===== src/rtl/str_window_gen.sv =====
// rtl/str_window_gen.sv - sliding STR_SIZE-byte window generator for packetised byte streams
// Emits every stride-1 substring of each packet on a single-register valid/ready output.
module str_window_gen #(
   parameter int BYTE_W    = 8,
   parameter int STR_SIZE  = 3,
   parameter int WIN_CNT_W = 32
) (
   input  logic                       clk_i,
   input  logic                       rst_i,
   input  logic [BYTE_W-1:0]          byte_data_i,
   input  logic                       byte_valid_i,
   input  logic                       byte_sop_i,
   input  logic                       byte_eop_i,
   output logic                       byte_ready_o,
   output logic [STR_SIZE*BYTE_W-1:0] window_data_o,
   output logic                       window_valid_o,
   input  logic                       window_ready_i,
   output logic [WIN_CNT_W-1:0]       window_cnt_o
);

   localparam int WIN_W  = STR_SIZE * BYTE_W;
   localparam int FILL_W = $clog2(STR_SIZE + 1);

   typedef enum logic [1:0] {
      IDLE = 2'd0,
      FILL = 2'd1,
      RUN  = 2'd2
   } state_t;

   state_t            state, state_next;
   logic [FILL_W-1:0] fill, fill_next;
   logic [WIN_W-1:0]  sr, sr_shifted;
   logic              acc;
   logic              load;
   logic              emit;

   assign byte_ready_o = !window_valid_o || window_ready_i;
   assign acc          = byte_valid_i && byte_ready_o;

   // Truncating cast drops the oldest byte; also valid when STR_SIZE == 1.
   assign sr_shifted = WIN_W'({sr, byte_data_i});

   always_comb begin
      state_next = state;
      fill_next  = fill;
      load       = 1'b0;
      emit       = 1'b0;
      if (acc) begin
         if (byte_sop_i) begin
            load      = 1'b1;
            fill_next = FILL_W'(1);
            if (STR_SIZE == 1) begin
               emit       = 1'b1;
               state_next = RUN;
            end else begin
               state_next = FILL;
            end
         end else begin
            case (state)
               FILL: begin
                  load      = 1'b1;
                  fill_next = fill + FILL_W'(1);
                  if (fill == FILL_W'(STR_SIZE - 1)) begin
                     emit       = 1'b1;
                     state_next = RUN;
                  end
               end
               RUN: begin
                  load = 1'b1;
                  emit = 1'b1;
               end
               default: ;
            endcase
         end
         if (byte_eop_i) begin
            state_next = IDLE;
            fill_next  = '0;
         end
      end
   end

   always_ff @(posedge clk_i or posedge rst_i) begin
      if (rst_i) begin
         state <= IDLE;
         fill  <= '0;
         sr    <= '0;
      end else begin
         state <= state_next;
         fill  <= fill_next;
         if (load) begin
            sr <= sr_shifted;
         end
      end
   end

   // New window and handoff in the same cycle keep valid high for back-to-back output.
   always_ff @(posedge clk_i or posedge rst_i) begin
      if (rst_i) begin
         window_valid_o <= 1'b0;
         window_data_o  <= '0;
         window_cnt_o   <= '0;
      end else begin
         if (emit) begin
            window_valid_o <= 1'b1;
            window_data_o  <= sr_shifted;
         end else if (window_ready_i) begin
            window_valid_o <= 1'b0;
         end
         if (window_valid_o && window_ready_i) begin
            window_cnt_o <= window_cnt_o + WIN_CNT_W'(1);
         end
      end
   end

endmodule

===== config.mk =====
export PLATFORM = sky130hd
export DESIGN_NAME = str_window_gen
export DESIGN_NICKNAME = d
export VERILOG_FILES = /design/src/rtl/str_window_gen.sv
export SDC_FILE = /design/constraint.sdc
export NUM_CORES = 1
export LEC_CHECK = 0
export CELL_PAD_IN_SITES_DETAIL_PLACEMENT = 1
export CELL_PAD_IN_SITES_GLOBAL_PLACEMENT = 1
export CORE_AREA = 2 2 91 93
export CTS_CLUSTER_SIZE = 12
export DETAILED_ROUTE_END_ITERATION = 6
export DIE_AREA = 0 0 93 95
export HOLD_SLACK_MARGIN = 0.06
export PLACE_DENSITY_LB_ADDON = 0.2
export SETUP_SLACK_MARGIN = 0.05
export SLEW_MARGIN = 10
export SYNTH_ARGS = -nofsm -noshare
export SYNTH_HDL_FRONTEND = slang
export SYNTH_SLANG_ARGS = --single-unit

===== constraint.sdc =====
create_clock -name clk_i -period 4.4 [get_ports clk_i]
set_clock_uncertainty 0.15 [all_clocks]
set_input_delay 1.1 -clock clk_i [delete_from_list [all_inputs] [get_ports clk_i]]
set_output_delay 1.1 -clock clk_i [all_outputs]
set_load 0.02 [all_outputs]

======== Word-level counts from Yosys, hierarchy flattened ========
Cells that the tools add are included.
storage, ports and cells
  register bits ........................... 77
  output and inout port bits .............. 58
  word-level logic and storage cells ...... 37
cells by class
  add/sub/neg operators ................... 2
  equality and inequality tests ........... 3
  mux-type cells .......................... 16
  reduce and logical (&&, ||, !) cells .... 10
operators with widths
  operator                                                               count
  32-bit by 1-bit adder with 32-bit output, second input constant        1
  2-bit 2-to-1 mux                                                       7
  1-bit 2-to-1 mux                                                       8
  3-bit nonzero test                                                     2
  2-bit equality test, second input constant                             2
  3-bit AND reduction                                                    1
  2-bit by 1-bit adder with 2-bit output, second input constant          1
  2-bit by 1-bit equality test with 1-bit output, second input constant  1
  1-bit logical AND                                                      2
  1-bit one-hot mux with 2 select lines                                  1
  2-bit AND reduction                                                    1
  2-bit nonzero test                                                     1
  2-bit OR reduction                                                     1
  1-bit zero test                                                        1
  1-bit logical OR                                                       1

======== Longest topological paths before layout ========
Gate-level depths: netlist of the first run.
  word-level depth ........................ 6
  gate-level depth with buffers ........... 7
  mapped depth without buffers ............ 5

======== Worst setup path before layout of the first run ========
No wires, ideal clock.
  path kind ............................... input to register
  start point ............................. input window_ready_i
  end point ............................... register window_data_o[10]
  library setup time ...................... 0.125 ns
  arrival ................................. 2.399 ns
  slack ................................... 1.726 ns
  stages .................................. 6
  path buffers ............................ 2
  path through ............................ nand2b_4 > nand2_4 > or4_4 > buf_6 > buf_12 > mux2_4
between the ends
  cells in the longest elaborated chain, start to end .. 3
RTL lines
  what                  RTL line  source
  start, declared       17        input logic window_ready_i,
  1-bit logical OR      37        assign byte_ready_o = !window_valid_o || window_ready_i;
  1-bit logical AND     38        assign acc = byte_valid_i && byte_ready_o;
  1-bit 2-to-1 mux      48        if (acc) begin
  end signal, assigned  105       window_data_o <= sr_shifted;
  end, declared         15        output logic [STR_SIZE*BYTE_W-1:0] window_data_o,
Every way passes these cells.
A chain may end at the register's enable or synchronous reset.

======== Final worst setup path of the first run ========
  start point ............................. input window_ready_i
  end point ............................... output byte_ready_o
between the ends
  cells in the longest elaborated chain, start to end .. 1
RTL lines
  what              RTL line  source
  1-bit logical OR  37
  end, declared     14        output logic byte_ready_o,
Every way passes these cells.

==> impl_metrics.yaml, run 1 <==
global_routing:
  grt_overflow: 0
  antenna_found_initial: 0
  globalRouteTotalUtil: 0.175
  grt_pass1_wl_um: 11900
  grt_max_degree: 46
  grt_pass1_vias: 2363
setup_path:
  required_ps: 3150
  reg2reg_to: "window_cnt_o[16]"
  crit_chain: "clkdlybuf4s50_1 -> nand2b_4 -> clkdlybuf4s50_1"
  worst_ep_arrival_time_ps: 2460
  cp_top_family: "buffers and inverters"
  cp-start-kind: "input pin"
  path_class: "input pin to output port"
  reg2reg_slack_ps: 2150
  crit_top_cell: "clkdlybuf4s50_1"
  max_stage_delay_ps: 620
  crit_path_start: "window_ready_i"
  critical_path_depth: 3
  r2r_cells: 5
  crit_buf_inv: 2
  crit_slowest_cell: "clkdlybuf4s50_1"
  crit_path_end_kind: "output port"
  path_max_fanout: 5
  rr_startpoint: "window_cnt_o[0]"
place:
  dp_slack_ps: 687
  routabilityCongestion: 0.696
  port_buffers: 71
  hpwl_um: 4890
floorplan:
  die_area_um2: 8840
  core_area_um2: 7930
  ios: 72
  placementRows: 33
  start_util: 0.428
  die_w_um: 93
  die_h_um: 95
min_path:
  hold_end: "window_cnt_o[31]"
  min-delay-start: "window_cnt_o[31]"
  holdCritPathClass: "flip-flop to flip-flop"
  min_path_cells: 1
routing:
  wl_met3_um: 365
  wl_met1_um: 3070
  avgViaCountPerCell: 5.00
  dr.pass1.iters: 4
  drc: 0
  wl_met2_um: 3310
  final_antenna_net_count: 0
  highest_layer: "met4"
  vias: 2173
  drt_iter0_drc: 53
  finalWirelength_um: 6920
  wl_per_cell_um: 15.9
cts:
  root_buffer: "clkbuf_8"
  hold_buffers: 0
  h-tree-depth: 3
  numCtsBuffers: 9
  clock_path_buffers: 2
  cts_sinks: 77
  cts_tree: "yes"
  cts_resized: 0
  clkLatencyLatePin_ps: 350
  cts_setup_buffers: 0
  clk_pin_slew_ps: 80
finish:
  final_layout_size_suffix_gt1_frac: 0.215
  nets: 343
  final_common_cell: "dfrtp_1"
  area_delta_synth_final_pct: 28.8
  mostFrequentLayoutCells: "77 x dfrtp_1, 71 x clkdlybuf4s50_1, 22 x mux2_2"
  n_antenna_cell: 0
outcome:
  outcome: "finished clean"
synth:
  synth.distinct_cells: 37
  syn_avg_cell_area_um2: 13.6
  synth_cells: 250
  ys_seq_area_frac: 0.568
  ys_seq_elements: 77
  netlist_area_um2: 3390
  synth_fp_nets: 268
  yosysWarnings: 0
power_and_ir_drop:
  vdd_drop_max_uv: 239
  p_total_w: 0.00169
  p_leak_nw: 2.00
  power_density_nw_per_um2: 388
sta:
  worst_slack_ps: 692
  max_slew_margin: 0.478
  setup_viol_count_final: 0
  setup_tns_ps: 0
  min_period_ps: 3710
  max_freq_ghz: 0.270
  grt_setup_unrepaired: "false"
  hold_violations: 0
  post-route-period-util: 0.843
  finalMaxSlewViolations: 0
  tightest_slew_ps: 777
job:
  max-cap-violations: 0
[synthesized netlist by cell type, drive strengths merged]
cell / number / area, um2
a21o: 1 / 7.51
nand4: 10 / 68.8
nand3: 10 / 50.1
buf: 7 / 80.1
and4: 3 / 26.3
a31oi: 1 / 6.26
o31ai: 1 / 7.51
o22ai: 1 / 6.26
nor3: 9 / 65.1
mux2: 41 / 533
clkbuf: 1 / 3.75
o21ai: 1 / 5.00
nand2b: 2 / 20.0
or2: 2 / 12.5
o211ai: 1 / 7.51
nand2: 10 / 45.0
or4: 3 / 30.0
dfrtp: 77 / 1930
a22o: 1 / 8.76
inv: 12 / 45.0
nor2: 13 / 48.8
a21oi: 4 / 20.0
ha: 4 / 50.1
and3: 2 / 12.5
xnor2: 17 / 149
xor2: 14 / 123
nor4: 2 / 33.8
[sequential cells by signal (all words and copies together) (netlist names)]
name	count
state	2
window_cnt_o	32
sr	16
window_valid_o	1
window_data_o	24
fill	2
[power by group]
group / internal [W] / switching, W
registers: 0.000794 / 0.0000575
clock network: 0.000266 / 0.000268
logic: 0.000177 / 0.000133
total: 0.00124 / 0.000458
[how the worst max path moves through the flow]
stage          slack, ps            to
2_1_floorplan       1180       fill[0]
3_3_place_gp         720  byte_ready_o
3_5_place_dp         690  byte_ready_o
4_1_cts              670  byte_ready_o
5_1_grt              650  byte_ready_o
6_report             690  byte_ready_o
[kinds of logic after synthesis]
| logic type | after synthesis | share of synthesized area |
|---|---|---|
| buffers and inverters | 20 | 0.0380 |
| multiplexers | 41 | 0.157 |
| adder cells (fa/ha/maj) | 4 | 0.0148 |
| flip-flops | 77 | 0.568 |
| XOR/XNOR | 31 | 0.0800 |
| AND/OR/NAND/NOR | 66 | 0.122 |
| AO/OA/AOI/OAI | 11 | 0.0203 |
[stage by stage]
stage / instances / utilization / cell area [um2] / hold WS, ps
finish: 435 / 0.551 / 4370 / 331
global route: 435 / 0.551 / 4370 / 354
CTS: 435 / 0.551 / 4370 / 338
detailed placement: 419 / 0.526 / 4170 / 324
global placement: 419 / 0.526 / 4170 / 311
floorplan: 250 / - / 3390 / 325
[cell type report]
type | instances | area, um2
clock buffer | 10 | 128
clock inverter | 6 | 71.3
fill | 820 | 3560
inverter | 12 | 45.0
multi-input combinational | 153 | 1340
sequential | 77 | 1930
tap | 105 | 131
timing repair buffer | 72 | 731
[routing by layer]
metal / GRT usage / vias to the layer above
met4: 0.0968 / 0
met3: 0.0455 / 14
li1: - / 1011
met2: 0.272 / 55
met1: 0.225 / 1093
met5: 0 / -
(Power assumes the default switching activity.)
==> inputs of run 2 (changes only) <==
CORE_AREA = 2 2 94 96   (was 2 2 91 93)
DIE_AREA = 0 0 96 98   (was 0 0 93 95)
clock period = 3.8 ns   (was 4.4 ns; I/O delays follow)
==> run 2 against run 1 <==
Against the previous run:
- non-clock buffer count is 1 higher
- total power is 27% higher
- first-iteration DRC count increased by 49%
- sequential share of layout area down 0.74 points
- utilization shrank 2.6 points
- cell count is 0.92% higher
- count of clock-buffer cells in the layout stayed put
- critical path depth unchanged
- highest routed layer unchanged
==> impl_metrics.yaml, run 2 (synthesis gave the netlist of run 1 again) <==
outcome:
  outcome: "finished clean"
finish:
  fill_cells: 873
  largest_register_ff_count: 32
  mostFrequentLayoutCells: "77 x dfrtp_1, 71 x clkdlybuf4s50_1, 22 x mux2_2"
  final_layout_size_suffix_gt1_frac: 0.218
  nets: 344
  n_antenna_cell: 0
  area_delta_synth_final_pct: 31.0
  final_common_cell: "dfrtp_1"
  largest-register: "window_cnt_o"
  multi_input_area_um2: 1340
  top_regs: "window_cnt_o: 32 flops, window_data_o: 24 flops, sr: 16 flops"
  register_area_um2: 1930
setup_path:
  path_class: "input pin to output port"
  worst_ep_arrival_time_ps: 2290
  required_ps: 2700
  path_max_fanout: 5
  cp-start-kind: "input pin"
  crit_path_end_kind: "output port"
routing:
  finalWirelength_um: 6570
  vias: 2186
  drt_iter0_drc: 79
  avgViaCountPerCell: 4.98
  wl_per_cell_um: 15.0
  dr.pass1.iters: 4
  final_antenna_net_count: 0
  drc: 0
sta:
  tightest_slew_ps: 773
  post-route-period-util: 0.892
  min_period_ps: 3390
  hold_violations: 0
  max_slew_margin: 0.480
  setup_viol_count_final: 0
  finalMaxSlewViolations: 0
  max_freq_ghz: 0.295
  grt_setup_unrepaired: "false"
  setup_tns_ps: 0
cts:
  clk_pin_slew_ps: 70
  numCtsBuffers: 9
  cts_resized: 0
  cts_setup_buffers: 0
  hold_buffers: 0
  cts_tree: "yes"
  clkLatencyLatePin_ps: 350
  h-tree-depth: 3
  root_buffer: "clkbuf_8"
  clock_path_buffers: 2
  cts_sinks: 77
global_routing:
  grt_overflow: 0
  grt_pass1_vias: 2312
  grt_pass1_wl_um: 11400
  antenna_found_initial: 0
  grt_max_degree: 36
  globalRouteTotalUtil: 0.156
floorplan:
  die_w_um: 96
  core_area_um2: 8470
  die_h_um: 98
  ios: 72
  start_util: 0.401
  die_area_um2: 9410
  placementRows: 34
power_and_ir_drop:
  p_total_w: 0.00215
  power_density_nw_per_um2: 483
  vdd_drop_max_uv: 223
  p_leak_nw: 2.03
place:
  port_buffers: 71
  hpwl_um: 4630
  routabilityCongestion: 0.792
min_path:
  holdCritPathClass: "flip-flop to flip-flop"
job:
  max-cap-violations: 0
## run 2: cell types whose count changed in the layout (fill, tap and decap cells not counted)
| cell | delta |
|---|---|
| clkinv_4 | -2 |
| bufinv_16 | +3 |
| buf_4 | +1 |
| inv_6 | -1 |
## run 2: cell type report
type,instances,share of cell area
flip-flops and latches,77,0.434
multi-input cells,153,0.301
repair buffers,73,0.166
clock inverters,6,0.0304
well taps,108,0.0304
clock buffers,10,0.0287
inverters,12,0.0101
## run 2: through the flow
stage | hold WS [ps] | util | area (um2) | setup WS, ps | cells
floorplan | 325 | - | 3390 | 733 | 250
global placement | 309 | 0.494 | 4180 | 428 | 423
detailed placement | 315 | 0.494 | 4180 | 408 | 423
CTS | 329 | 0.525 | 4440 | 399 | 439
global route | 363 | 0.525 | 4440 | 372 | 439
finish | 321 | 0.525 | 4440 | 409 | 439
## run 2: critical path: stages
cell and delay (ps):
clkdlybuf4s50_1 540, nand2b_4 190, clkdlybuf4s50_1 610
## run 2: worst paths after layout
kind	from	slack, ps	cells past startpoint	to
setup / recovery	window_ready_i	410	3	byte_ready_o
hold / removal	window_cnt_o[31]	320	1	window_cnt_o[31]
setup reg to reg	window_cnt_o[0]	1610	5	window_cnt_o[18]
hold reg to reg	window_cnt_o[31]	320	1	window_cnt_o[31]
max in group asynchronous	rst_i	2040	3	window_data_o[14]
min in group asynchronous	rst_i	800	2	window_data_o[9]
## run 2: per-layer routing
layer | global-route usage | vias to the layer above | routed length, um | part of all wire
met5 | 0 | - | 0 | 0
met4 | 0.0714 | 0 | 93 | 0.014
met3 | 0.0386 | 10 | 323 | 0.049
met2 | 0.231 | 57 | 3140 | 0.48
met1 | 0.216 | 1100 | 3020 | 0.46
li1 | - | 1019 | - | -
## run 2: report_power, final
group          switching (W)  leakage, nW  internal (W)  total [W]
clock               0.000304        0.123      0.000503   0.000807
combinational       0.000149        0.907      0.000205   0.000354
sequential         0.0000644         1.00      0.000919   0.000984
